[config.mk]
export PLATFORM = sky130hd
export DESIGN_NAME = wb_channel_arbiter
export DESIGN_NICKNAME = d
export VERILOG_FILES = /design/src/rtl/wb_channel_arbiter.sv
export SDC_FILE = /design/constraint.sdc
export NUM_CORES = 1
export LEC_CHECK = 0
export BUFFER_PORTS_ARGS = -buffer_cell sky130_fd_sc_hd__buf_2
export CAP_MARGIN = 0
export CORE_ASPECT_RATIO = 2
export CORE_MARGIN = 4
export CORE_UTILIZATION = 60
export DETAILED_ROUTE_END_ITERATION = 10
export HOLD_SLACK_MARGIN = 0.05
export PLACE_DENSITY = 0.9
export SYNTH_ARGS = -nofsm -noshare
export SYNTH_HDL_FRONTEND = slang
export SYNTH_SLANG_ARGS = --single-unit
[constraint.sdc]
create_clock -name clk -period 8.4 [get_ports clk]
set_input_delay 0.42 -clock clk [delete_from_list [all_inputs] [get_ports clk]]
set_output_delay 0.42 -clock clk [all_outputs]
set_load 0.01 [all_outputs]
[src/rtl/wb_channel_arbiter.sv]
// Per-channel writeback FIFOs arbitrated onto a single writeback port.
// Round-robin or fixed-priority selection; the grant holds while the consumer stalls.
module wb_channel_arbiter #(
  parameter int unsigned NUM_CHANNELS = 4,
  parameter int unsigned DEPTH        = 4,
  parameter int unsigned DATA_WIDTH   = 32,
  parameter int unsigned ID_WIDTH     = 3,
  parameter int unsigned RR_MODE      = 1
) (
  input  logic                               clk,
  input  logic                               rst_n,
  input  logic [NUM_CHANNELS-1:0]            ch_valid,
  output logic [NUM_CHANNELS-1:0]            ch_ready,
  input  logic [NUM_CHANNELS*ID_WIDTH-1:0]   ch_id,
  input  logic [NUM_CHANNELS*DATA_WIDTH-1:0] ch_data,
  input  logic                               flush,
  output logic                               wb_valid,
  input  logic                               wb_ready,
  output logic [ID_WIDTH-1:0]                wb_id,
  output logic [DATA_WIDTH-1:0]              wb_data,
  output logic [$clog2(NUM_CHANNELS)-1:0]    wb_channel,
  output logic                               all_empty
);

  localparam int unsigned CW = $clog2(NUM_CHANNELS);
  localparam int unsigned PW = $clog2(DEPTH);
  localparam int unsigned NW = PW + 1;
  localparam int unsigned EW = ID_WIDTH + DATA_WIDTH;
  localparam logic [NW-1:0] FULL_COUNT = NW'(DEPTH);
  localparam logic [CW-1:0] LAST_CH    = CW'(NUM_CHANNELS - 1);

  logic [EW-1:0]           mem    [NUM_CHANNELS][DEPTH];
  logic [PW-1:0]           wr_ptr [NUM_CHANNELS];
  logic [PW-1:0]           rd_ptr [NUM_CHANNELS];
  logic [NW-1:0]           count  [NUM_CHANNELS];
  logic [NUM_CHANNELS-1:0] req;
  logic [NUM_CHANNELS-1:0] push;
  logic [NUM_CHANNELS-1:0] pop;
  logic [CW-1:0]           rr_last;
  logic [CW-1:0]           locked_idx;
  logic [CW-1:0]           arb_idx;
  logic [CW-1:0]           scan_ch;
  logic [CW-1:0]           grant;
  logic                    grant_locked;
  logic                    arb_found;
  logic [EW-1:0]           head;

  // Channel visited at search step 'step' (1..NUM_CHANNELS).
  function automatic int unsigned scan_index(input logic [CW-1:0] last,
                                             input int unsigned   step);
    if (RR_MODE != 0) return (32'(last) + step) % NUM_CHANNELS;
    return step - 1;
  endfunction

  always_comb begin
    req      = '0;
    ch_ready = '0;
    for (int unsigned c = 0; c < NUM_CHANNELS; c++) begin
      req[c]      = (count[c] != '0);
      ch_ready[c] = (count[c] != FULL_COUNT);
    end
  end

  always_comb begin
    arb_idx   = '0;
    arb_found = 1'b0;
    scan_ch   = '0;
    for (int unsigned i = 1; i <= NUM_CHANNELS; i++) begin
      scan_ch = CW'(scan_index(rr_last, i));
      if (!arb_found && req[scan_ch]) begin
        arb_idx   = scan_ch;
        arb_found = 1'b1;
      end
    end
  end

  always_comb begin
    grant      = grant_locked ? locked_idx : arb_idx;
    head       = mem[grant][rd_ptr[grant]];
    wb_valid   = |req;
    all_empty  = ~|req;
    wb_id      = head[EW-1:DATA_WIDTH];
    wb_data    = head[DATA_WIDTH-1:0];
    wb_channel = grant;
  end

  // Flush masks both sides so the pointer/count update below never sees them.
  always_comb begin
    push = '0;
    pop  = '0;
    for (int unsigned c = 0; c < NUM_CHANNELS; c++) begin
      push[c] = ch_valid[c] & ch_ready[c] & ~flush;
      pop[c]  = wb_valid & wb_ready & ~flush & (grant == CW'(c));
    end
  end

  always_ff @(posedge clk or negedge rst_n) begin
    if (!rst_n) begin
      for (int unsigned c = 0; c < NUM_CHANNELS; c++) begin
        wr_ptr[c] <= '0;
        rd_ptr[c] <= '0;
        count[c]  <= '0;
      end
    end else if (flush) begin
      for (int unsigned c = 0; c < NUM_CHANNELS; c++) begin
        wr_ptr[c] <= '0;
        rd_ptr[c] <= '0;
        count[c]  <= '0;
      end
    end else begin
      for (int unsigned c = 0; c < NUM_CHANNELS; c++) begin
        if (push[c]) wr_ptr[c] <= wr_ptr[c] + PW'(1);
        if (pop[c])  rd_ptr[c] <= rd_ptr[c] + PW'(1);
        count[c] <= count[c] + NW'(push[c]) - NW'(pop[c]);
      end
    end
  end

  always_ff @(posedge clk) begin
    for (int unsigned c = 0; c < NUM_CHANNELS; c++) begin
      if (push[c])
        mem[c][wr_ptr[c]] <= {ch_id[c*ID_WIDTH +: ID_WIDTH], ch_data[c*DATA_WIDTH +: DATA_WIDTH]};
    end
  end

  always_ff @(posedge clk or negedge rst_n) begin
    if (!rst_n) begin
      rr_last      <= LAST_CH;
      grant_locked <= 1'b0;
      locked_idx   <= '0;
    end else if (flush) begin
      rr_last      <= LAST_CH;
      grant_locked <= 1'b0;
      locked_idx   <= '0;
    end else if (wb_valid && !wb_ready) begin
      grant_locked <= 1'b1;
      locked_idx   <= grant;
    end else if (wb_valid && wb_ready) begin
      grant_locked <= 1'b0;
      if (RR_MODE != 0) rr_last <= grant;
    end
  end

endmodule

==> results of run 1 <==
-- cells by family (layout without fill, tap and decap cells) --
kind of cell,count (synthesis),in the layout,share of synthesized area
adders and majority gates,28,28,0.0155
xor gates and xnor gates,16,16,0.00570
DFF,593,593,0.717
buffers and inverters,91,352,0.0190
muxes,533,533,0.217
AOI/OAI and AO/OA,16,16,0.00499
and+or+nand+nor,103,103,0.0205
other,0,20,0
-- layout make-up --
cell class	instances	area share
clock buffer	55	0.0444
antenna	20	0.00178
tap	530	0.0236
inverter	27	0.00379
multi-input combinational	696	0.233
clock inverter	29	0.0148
timing repair buffer	241	0.0504
sequential	593	0.628
-- registers in the layout, summed over array words and instances, names as in the netlist --
signal	count
count	12
grant_locked	1
locked_idx	2
mem	560
rd_ptr	8
rr_last	2
wr_ptr	8
-- routing by layer --
layer | share of wire | up-vias | wire [um] | global-route usage
met4 | 0.047 | 10 | 2720 | 0.120
met5 | 0.0012 | - | 68 | 0
li1 | - | 5774 | - | -
met1 | 0.34 | 6570 | 19800 | 0.299
met2 | 0.53 | 677 | 30900 | 0.466
met3 | 0.078 | 178 | 4530 | 0.0498
-- metrics by stage --
| stage | worst slack, ns | power, uW |
|---|---|---|
| final | 2.73 | 12200 |
| after global routing | 2.52 | 12800 |
| after CTS | 2.74 | 12200 |
| after detailed placement | 3.38 | 9830 |
| after global placement | 3.58 | 9590 |
| after floorplan | 5.09 | 8410 |
-- cells in the mapped netlist (all sizes together) --
cell    instances  area (um^2)
edfxtp        560        16800
mux2i         532         5330
buf            46          294
nor2           33          124
dfrtp          31          776
inv            27          106
ha             24          300
and2           18          113
clkbuf         18         67.6
nand2          17         63.8
nand3          12         60.1
xnor2          11         96.3
nor2b           8         50.1
a21oi           5         25.0
xor2            5         43.8
fa              4         80.1
nand2b          4         25.0
nor3            4         20.0
or3             4         30.0
a211oi          3         32.5
a211o           2         17.5
dfstp           2         52.6
nor4            2         12.5
a21o            1         7.51
a221oi          1         8.76
a22oi           1         7.51
a311o           1         10.0
a311oi          1         8.76
and3            1         6.26
mux2            1         11.3
o21ai           1         5.00
-- critical path: cells and delay by family, from the launching register on --
family	cells	cell delay, ns
buffers and inverters	3	1.85
AOI/OAI and AO/OA	2	0.69
muxes	4	0.87
DFF	1	0.42
and+or+nand+nor	2	0.55
-- final timing paths --
| path | end | cells past startpoint | slack (ns) |
|---|---|---|---|
| worst max-delay path | wb_data[2] | 11 | 2.73 |
| worst min-delay path | mem[2][83]$_DFFE_PP_ | 1 | 0.07 |
| worst max register to register | count[11]$_DFF_PN0_ | 15 | 4.15 |
| worst min register to register | rd_ptr[6]$_DFFE_PN0P_ | 1 | 0.53 |
| max in group asynchronous | locked_idx[1]$_DFFE_PN0P_ | 2 | 7.44 |
| min in group asynchronous | locked_idx[0]$_DFFE_PN0P_ | 2 | 0.48 |
-- repair_timing --
item | 4_1_cts | 5_1_grt
endpoints found under the setup margin | 0 | 0
endpoints found under the hold margin | 121 | 0
hold buffers | 28 | 0
-- power by group --
part / total, uW / internal (uW) / switching, uW / leakage, uW
clock: 2370 / 1350 / 1010 / 0.000799
sequential: 3550 / 3460 / 95.0 / 0.00552
combinational: 6320 / 2830 / 3500 / 0.00572
total: 12200 / 7640 / 4600 / 0.0120
==> run metrics, run 1 <==
Mapped Avg Cell Area=17.8 um^2; Critical Path AT=5.25 ns; DRC=0; CTS tree=built; Net Count, Synth=1556; Worst path max stage delay=0.91 ns; vias per cell=6.03; Final Hold Fails=0; # Max-Cap Violations=0; DR iter-0 viols=1047; hold_ws=0.0701 ns; synth warn=0; Clock Latency Late Sink=0.58 ns; unrepaired setup endpoints after global routing=no; Setup crit start kind=register; CP Max Fanout=161; status=completed; Placed Area=26100 um^2; Synth Instances=1380; total track usage=0.260; H-tree depth=2; Die Y=294 um; crit path time final=5.67 ns; Final period util=0.675; Antenna Nets Post-Route=0; Crit. End Element=primary output; Worst VDD drop=0.00123 V; HP Class=primary input to register; clock transition at the registers of the reported paths=0.07 ns; width of the chip=151 um; drt wl/cell=26.5 um; first-pass GRT wire length=84.2 mm; placed cells=2059; TritonCTS Buffers=46; hold path start=ch_data[77]; Crit path top cell by count=mux2i_1; global placement routability congestion=0.870; sequential fraction of the synthesis area=0.717; num rows=104; kind of critical path=register to primary output; Synth Register Bits=593; root buffer cell=clkbuf_16; clock buffer depth=3; crit path cell chain=or3_1 > a221oi_1 > nor2_1 > a211oi_4 > buf_12 > buf_4 > mux2i_1 > mux2i_1 > mux2i_1 > mux2i_1 > buf_2; drt pass-1 iters=5; DIE AREA=44500 um^2; Layout Utilization=0.696; Static Leak=0.0120 uW; power per cell area=436 nW/um^2; layout cells sized above 1=0.192; Starting Density=0.610; vias in the first global route=14000; IO buf count=190; worst reg2reg path startpoint=count[4]$_DFF_PN0_; multi-input logic area=6530 um^2; CP max-delay cell=buf_4; area delta synth->final=14.2%; Finished Cell Area=28100 um^2; origin of the worst setup path=count[7]$_DFF_PN0_; Setup Total Neg Slack=0 ns; relative slew slack=0.182; fin cells=2191; nets@finish=1781; Slew Viols, Final=0; Achievable Freq=176 MHz; register area=17600 um^2; commonest non-fill, non-tap cell in the layout=edfxtp_1; I/O Pins=191; clk sinks=593; Mapped Area=24600 um^2; largest net degree at the start of global routing=162; placeable core area=40300 um^2; Yosys cell types=38; Resized Gates After CTS=0; vias after detailed routing=13200; initial antenna violation count=25; clock skew=0.0188 ns; Setup Buffers After CTS=0; Fillers=2543; most frequent cells in the layout=560 x edfxtp_1, 532 x mux2i_1, 190 x buf_2, 48 x clkbuf_16, 33 x nor2_1; post-detail-place hpwl=33.3 mm; final WL=58.0 mm; Worst-Margin Slew=1.23 ns; Final Setup Violations=0; gr ovfl total=0; CP Data Required Time=7.98 ns
Power figures use the tool's default switching activity.
==> inputs of run 2 (changes only) <==
--- a/config.mk
+++ b/config.mk
@@ -9,10 +9,10 @@
 export CAP_MARGIN = 0
 export CORE_ASPECT_RATIO = 2
 export CORE_MARGIN = 4
-export CORE_UTILIZATION = 60
+export CORE_UTILIZATION = 54
 export DETAILED_ROUTE_END_ITERATION = 10
 export HOLD_SLACK_MARGIN = 0.05
-export PLACE_DENSITY = 0.9
+export PLACE_DENSITY = 0.86
 export SYNTH_ARGS = -nofsm -noshare
 export SYNTH_HDL_FRONTEND = slang
 export SYNTH_SLANG_ARGS = --single-unit
==> constraint.sdc (replaced) <==
create_clock -name clk -period 5.15 [get_ports clk]
set_input_delay 0.2575 -clock clk [delete_from_list [all_inputs] [get_ports clk]]
set_output_delay 0.2575 -clock clk [all_outputs]
set_load 0.01 [all_outputs]
==> run metrics, run 2 (synthesized netlist as in run 1, its figures left out) <==
status=completed; sw frac=0.386; first-pass GRT wire length=90.0 mm; drt wl/cell=26.1 um; vias per cell=5.86; critical path depth in cells=11; total track usage=0.244; CP Data Required Time=4.89 ns; clock share of power=0.179; nets@finish=1903; Starting Density=0.547; relative slew slack=0.262; gr ovfl total=0; sequential share of power=0.292; Top delay family on crit path=buffers and inverters; clock skew=0.0212 ns; CP Max Fanout=41; Resized Gates After CTS=0; Final period util=0.951; Final Setup Violations=0; power per cell area=681 nW/um^2; DRC=0; Crit path top cell by count=mux2i_1; Final Hold Fails=0; crit path cell chain=or3_1 > a221oi_1 > nor2_1 > a211oi_4 > buf_4 > buf_4 > mux2i_1 > mux2i_1 > mux2i_1 > mux2i_1 > buf_2; HP Class=primary input to register; final WL=60.8 mm; r2r endpoint=count[11]$_DFF_PN0_; Worst path max stage delay=0.66 ns; M1 GR Usage=0.273; kind of critical path=register to primary output; Worst-Margin Slew=1.11 ns; gr busiest metal=met2; Clock Latency Late Sink=0.58 ns; commonest non-fill, non-tap cell in the layout=edfxtp_1; IO buf count=190; root buffer cell=clkbuf_16; Achievable Freq=204 MHz; Setup crit start kind=register; placeable core area=45000 um^2; Die Y=310 um; CP max-delay cell=buf_4; Pint=12200 uW; # Max-Cap Violations=0; DIE AREA=49200 um^2; Slew Viols, Final=0; num rows=110; worst reg2reg path startpoint=count[4]$_DFF_PN0_; vias in the first global route=14700; post-detail-place hpwl=36.1 mm; Static Leak=0.0125 uW; Worst VDD drop=0.00145 V; crit path time final=4.90 ns; origin of the worst setup path=count[7]$_DFF_PN0_; clk sinks=593; grt met3 use=0.0354; TritonCTS Buffers=48; NetSw=7680 uW; drt pass-1 iters=7; Setup Total Neg Slack=0 ns; Critical path destination=wb_data[31]; vias after detailed routing=13700; clock buffer depth=3; Antenna Nets Post-Route=0; initial antenna violation count=7; layout cells sized above 1=0.176; Logic pwr share=0.530; global placement routability congestion=0.829; area delta synth->final=18.6%; Layout Utilization=0.648; unrepaired setup endpoints after global routing=no; DR iter-0 viols=1122; CTS tree=built; most frequent cells in the layout=560 x edfxtp_1, 532 x mux2i_1, 190 x buf_2, 145 x dlygate4sd3_1, 48 x clkbuf_16; I/O Pins=191; largest net degree at the start of global routing=123; H-tree depth=2; clock transition at the registers of the reported paths=0.07 ns; max reg flops=560; number of buffers and inverters on the critical path=3; Critical Path AT=4.64 ns; Crit. End Element=primary output; width of the chip=159 um; reg2reg path depth=16; GR met2 Demand/Resource=0.463; Reg2Reg Setup Slack=1.08 ns
run 2: cell types whose count changed in the layout (fill, tap and decap cells not counted), moves of 5 or more:
cell	change
bufinv_16	-6
diode_2	-12
clkbuf_1	+6
dlygate4sd3_1	+117
inv_6	-5
run 2: how the worst min path moves through the flow:
stage | slack, ns | startpoint | cells after the start | end
floorplan | -0.04 | rst_n | 0 | count[0]$_DFF_PN0_
global placement | 0.35 | rst_n | 1 | wr_ptr[1]$_DFFE_PN0P_
detailed placement | 0.36 | rst_n | 1 | wr_ptr[0]$_DFFE_PN0P_
CTS | 0.08 | wb_ready | 4 | locked_idx[0]$_DFFE_PN0P_
global route | 0.15 | wb_ready | 4 | locked_idx[0]$_DFFE_PN0P_
finish | 0.09 | wb_ready | 4 | locked_idx[0]$_DFFE_PN0P_
run 2: layout make-up:
class | count | area [um^2]
flip-flops and latches | 593 | 17600
repair buffers | 361 | 2650
diodes | 8 | 20.0
clock inverters | 26 | 240
clock buffers | 61 | 1270
fillers | 2886 | 15800
multi-input cells | 696 | 6530
inverters | 27 | 106
well taps | 560 | 701
run 2: tightest hold or removal path: stages:
cell	delay, ns
buf_2	0.09
nor2_1	0.10
nor2_1	0.11
a211oi_1	0.05
run 2: stage by stage:
stage | hold slack (ns) | instance area (um^2) | cells | total power [uW] | setup slack, ns
3_3_place_gp | 0.348 | 26200 | 2092 | 15700 | 1.20
4_1_cts | 0.0756 | 29100 | 2324 | 19800 | 0.333
2_1_floorplan | -0.0381 | 24600 | 1380 | 13700 | 1.84
6_report | 0.0887 | 29200 | 2332 | 19900 | 0.253
5_1_grt | 0.152 | 29200 | 2331 | 20800 | 0.0714
3_5_place_dp | 0.363 | 26200 | 2092 | 16100 | 1.01
run 2: timing repair:
action / in CTS / in global routing
setup endpoints to repair: 0 / 0
setup buffers: 0 / 0
hold buffers: 145 / 0
hold endpoints to repair: 596 / 0
run 2: power by group through the flow:
stage          Clock, uW  Combinational, uW  Sequential [uW]
3_5_place_dp           0              10200             5890
6_report            3550              10500             5790
3_3_place_gp           0               9820             5870
5_1_grt             3770              11200             5820
2_1_floorplan          0               7870             5850
4_1_cts             3590              10400             5790
run 2: per-layer routing:
| metal | part of all wire | vias to the layer above |
|---|---|---|
| li1 | - | 5994 |
| met1 | 0.35 | 6926 |
| met2 | 0.55 | 600 |
| met3 | 0.059 | 149 |
| met4 | 0.040 | 0 |
| met5 | 0 | - |
==> inputs of run 3 (changes only) <==
==> constraint.sdc (replaced) <==
create_clock -name clk -period 5.15 [get_ports clk]
set_input_delay 0 -clock clk [delete_from_list [all_inputs] [get_ports clk]]
set_output_delay 0 -clock clk [all_outputs]
set_load 0.01 [all_outputs]
==> run metrics, run 3 (synthesized netlist as in run 1, its figures left out) <==
clock transition at the registers of the reported paths=0.08 ns; TritonCTS Buffers=48; root buffer cell=clkbuf_16; WHS Path Cells=2; commonest non-fill, non-tap cell in the layout=edfxtp_1; DR iter-0 viols=1042; Achievable Freq=231 MHz; Final period util=0.842; Resized Gates After CTS=0; clock skew=0.0195 ns; DRC=0; kind of critical path=register to primary output; r2r endpoint=count[4]$_DFF_PN0_; final WL=58.8 mm; clock buffer depth=3; Antenna Nets Post-Route=0; max reg flops=560; Die Y=310 um; HP Class=primary input to register; Worst-Margin Slew=1.19 ns; nets@finish=1910; gr ovfl total=0; largest net degree at the start of global routing=154; Setup Buffers After CTS=0; Fillers=2991; register area=17600 um^2; Worst VDD drop=0.00106 V; post-placement worst setup slack=1.42 ns; unrepaired setup endpoints after global routing=no; width of the chip=159 um; post-detail-place hpwl=34.6 mm; multi-input logic area=6530 um^2; hold path start=ch_data[119]; worst reg2reg path startpoint=count[7]$_DFF_PN0_; CP Max Fanout=131; IO buf count=190; vias after detailed routing=13500; Crit. End Element=primary output; vias in the first global route=14500; clk sinks=593; Setup Total Neg Slack=0 ns; origin of the worst setup path=count[7]$_DFF_PN0_; placeable core area=45000 um^2; relative slew slack=0.206; Static Leak=0.0126 uW; reg2reg path depth=11; CP Data Required Time=5.15 ns; # Max-Cap Violations=0; Starting Density=0.547; most frequent cells in the layout=560 x edfxtp_1, 532 x mux2i_1, 190 x buf_2, 152 x dlygate4sd3_1, 48 x clkbuf_16; Final Hold Fails=0; Clock Latency Late Sink=0.57 ns; crit path time final=4.33 ns; H-tree depth=2; Reg2Reg Setup Slack=1.54 ns; Final WS setup=0.815 ns; total track usage=0.234; global placement routability congestion=0.777; status=completed; Critical Path AT=4.33 ns; initial antenna violation count=7; I/O Pins=191; Final Setup Violations=0; first-pass GRT wire length=86.5 mm; power per cell area=679 nW/um^2; num rows=110; Setup crit start kind=register; CTS tree=built; drt wl/cell=25.2 um; worst hold path endpoint=mem[3][58]$_DFFE_PP_; vias per cell=5.76; drt pass-1 iters=7; DIE AREA=49200 um^2; Slew Viols, Final=0; area delta synth->final=19.0%; layout cells sized above 1=0.177
[run 3: cell count changes in the layout (fill, tap and decap cells not counted)]
cell / delta
clkinvlp_4: +1
clkbuf_8: +2
clkinv_2: -2
dlygate4sd3_1: +7
clkinv_8: -1
bufinv_16: +1
diode_2: -2
clkinv_1: -3
inv_6: +2
[run 3: per-layer routing]
layer / track usage / vias to the layer above / share of wire
met2: 0.449 / 514 / 0.55
met1: 0.262 / 6823 / 0.36
li1: - / 5996 / -
met5: 0 / - / 0.00022
met4: 0.0909 / 2 / 0.035
met3: 0.0334 / 121 / 0.053
[run 3: worst max path at each step]
stage,end,slack (ns),depth (start not counted)
global route,wb_data[28],0.60,11
CTS,wb_data[22],0.81,11
detailed placement,wb_data[22],1.42,11
floorplan,count[1]$_DFF_PN0_,1.84,12
finish,wb_data[3],0.82,10
global placement,wb_data[22],1.47,11
[run 3: what timing repair did]
| action | CTS | global route |
|---|---|---|
| hold buffers | 153 | 0 |
| endpoints found under the setup margin | 0 | 0 |
| endpoints found under the hold margin | 623 | 0 |
[run 3: critical path, cell delays in order (launching register included)]
cell and delay, ns:
dfrtp_1 0.42, or3_1 0.45, a221oi_1 0.32, nor2_1 0.11, a211oi_4 0.48, buf_12 0.59, mux2i_1 0.31, mux2i_1 0.31
mux2i_1 0.12, mux2i_1 0.19, buf_2 0.17
[run 3: layout make-up]
class                   count  area share
repair buffers            368      0.0928
multi-input cells         696       0.223
diodes                      6    0.000513
clock inverters            24     0.00880
clock buffers              63      0.0443
flip-flops and latches    593       0.603
well taps                 560      0.0239
inverters                  27     0.00363
[run 3: stage by stage]
step	area [um^2]	total power, uW	hold WS (ns)	std cells	utilization
floorplan	24600	13700	-0.296	1380	-
global placement	26200	15700	0.0949	2091	0.581
detailed placement	26200	16100	0.105	2091	0.581
CTS	29300	19800	0.146	2331	0.650
global route	29300	20700	0.182	2336	0.650
finish	29300	19900	0.187	2337	0.650
[run 3: report_power, final]
part           switching (uW)  internal, uW
combinational            5740          4710
clock                    1640          2000
sequential                155          5640
total                    7530         12300
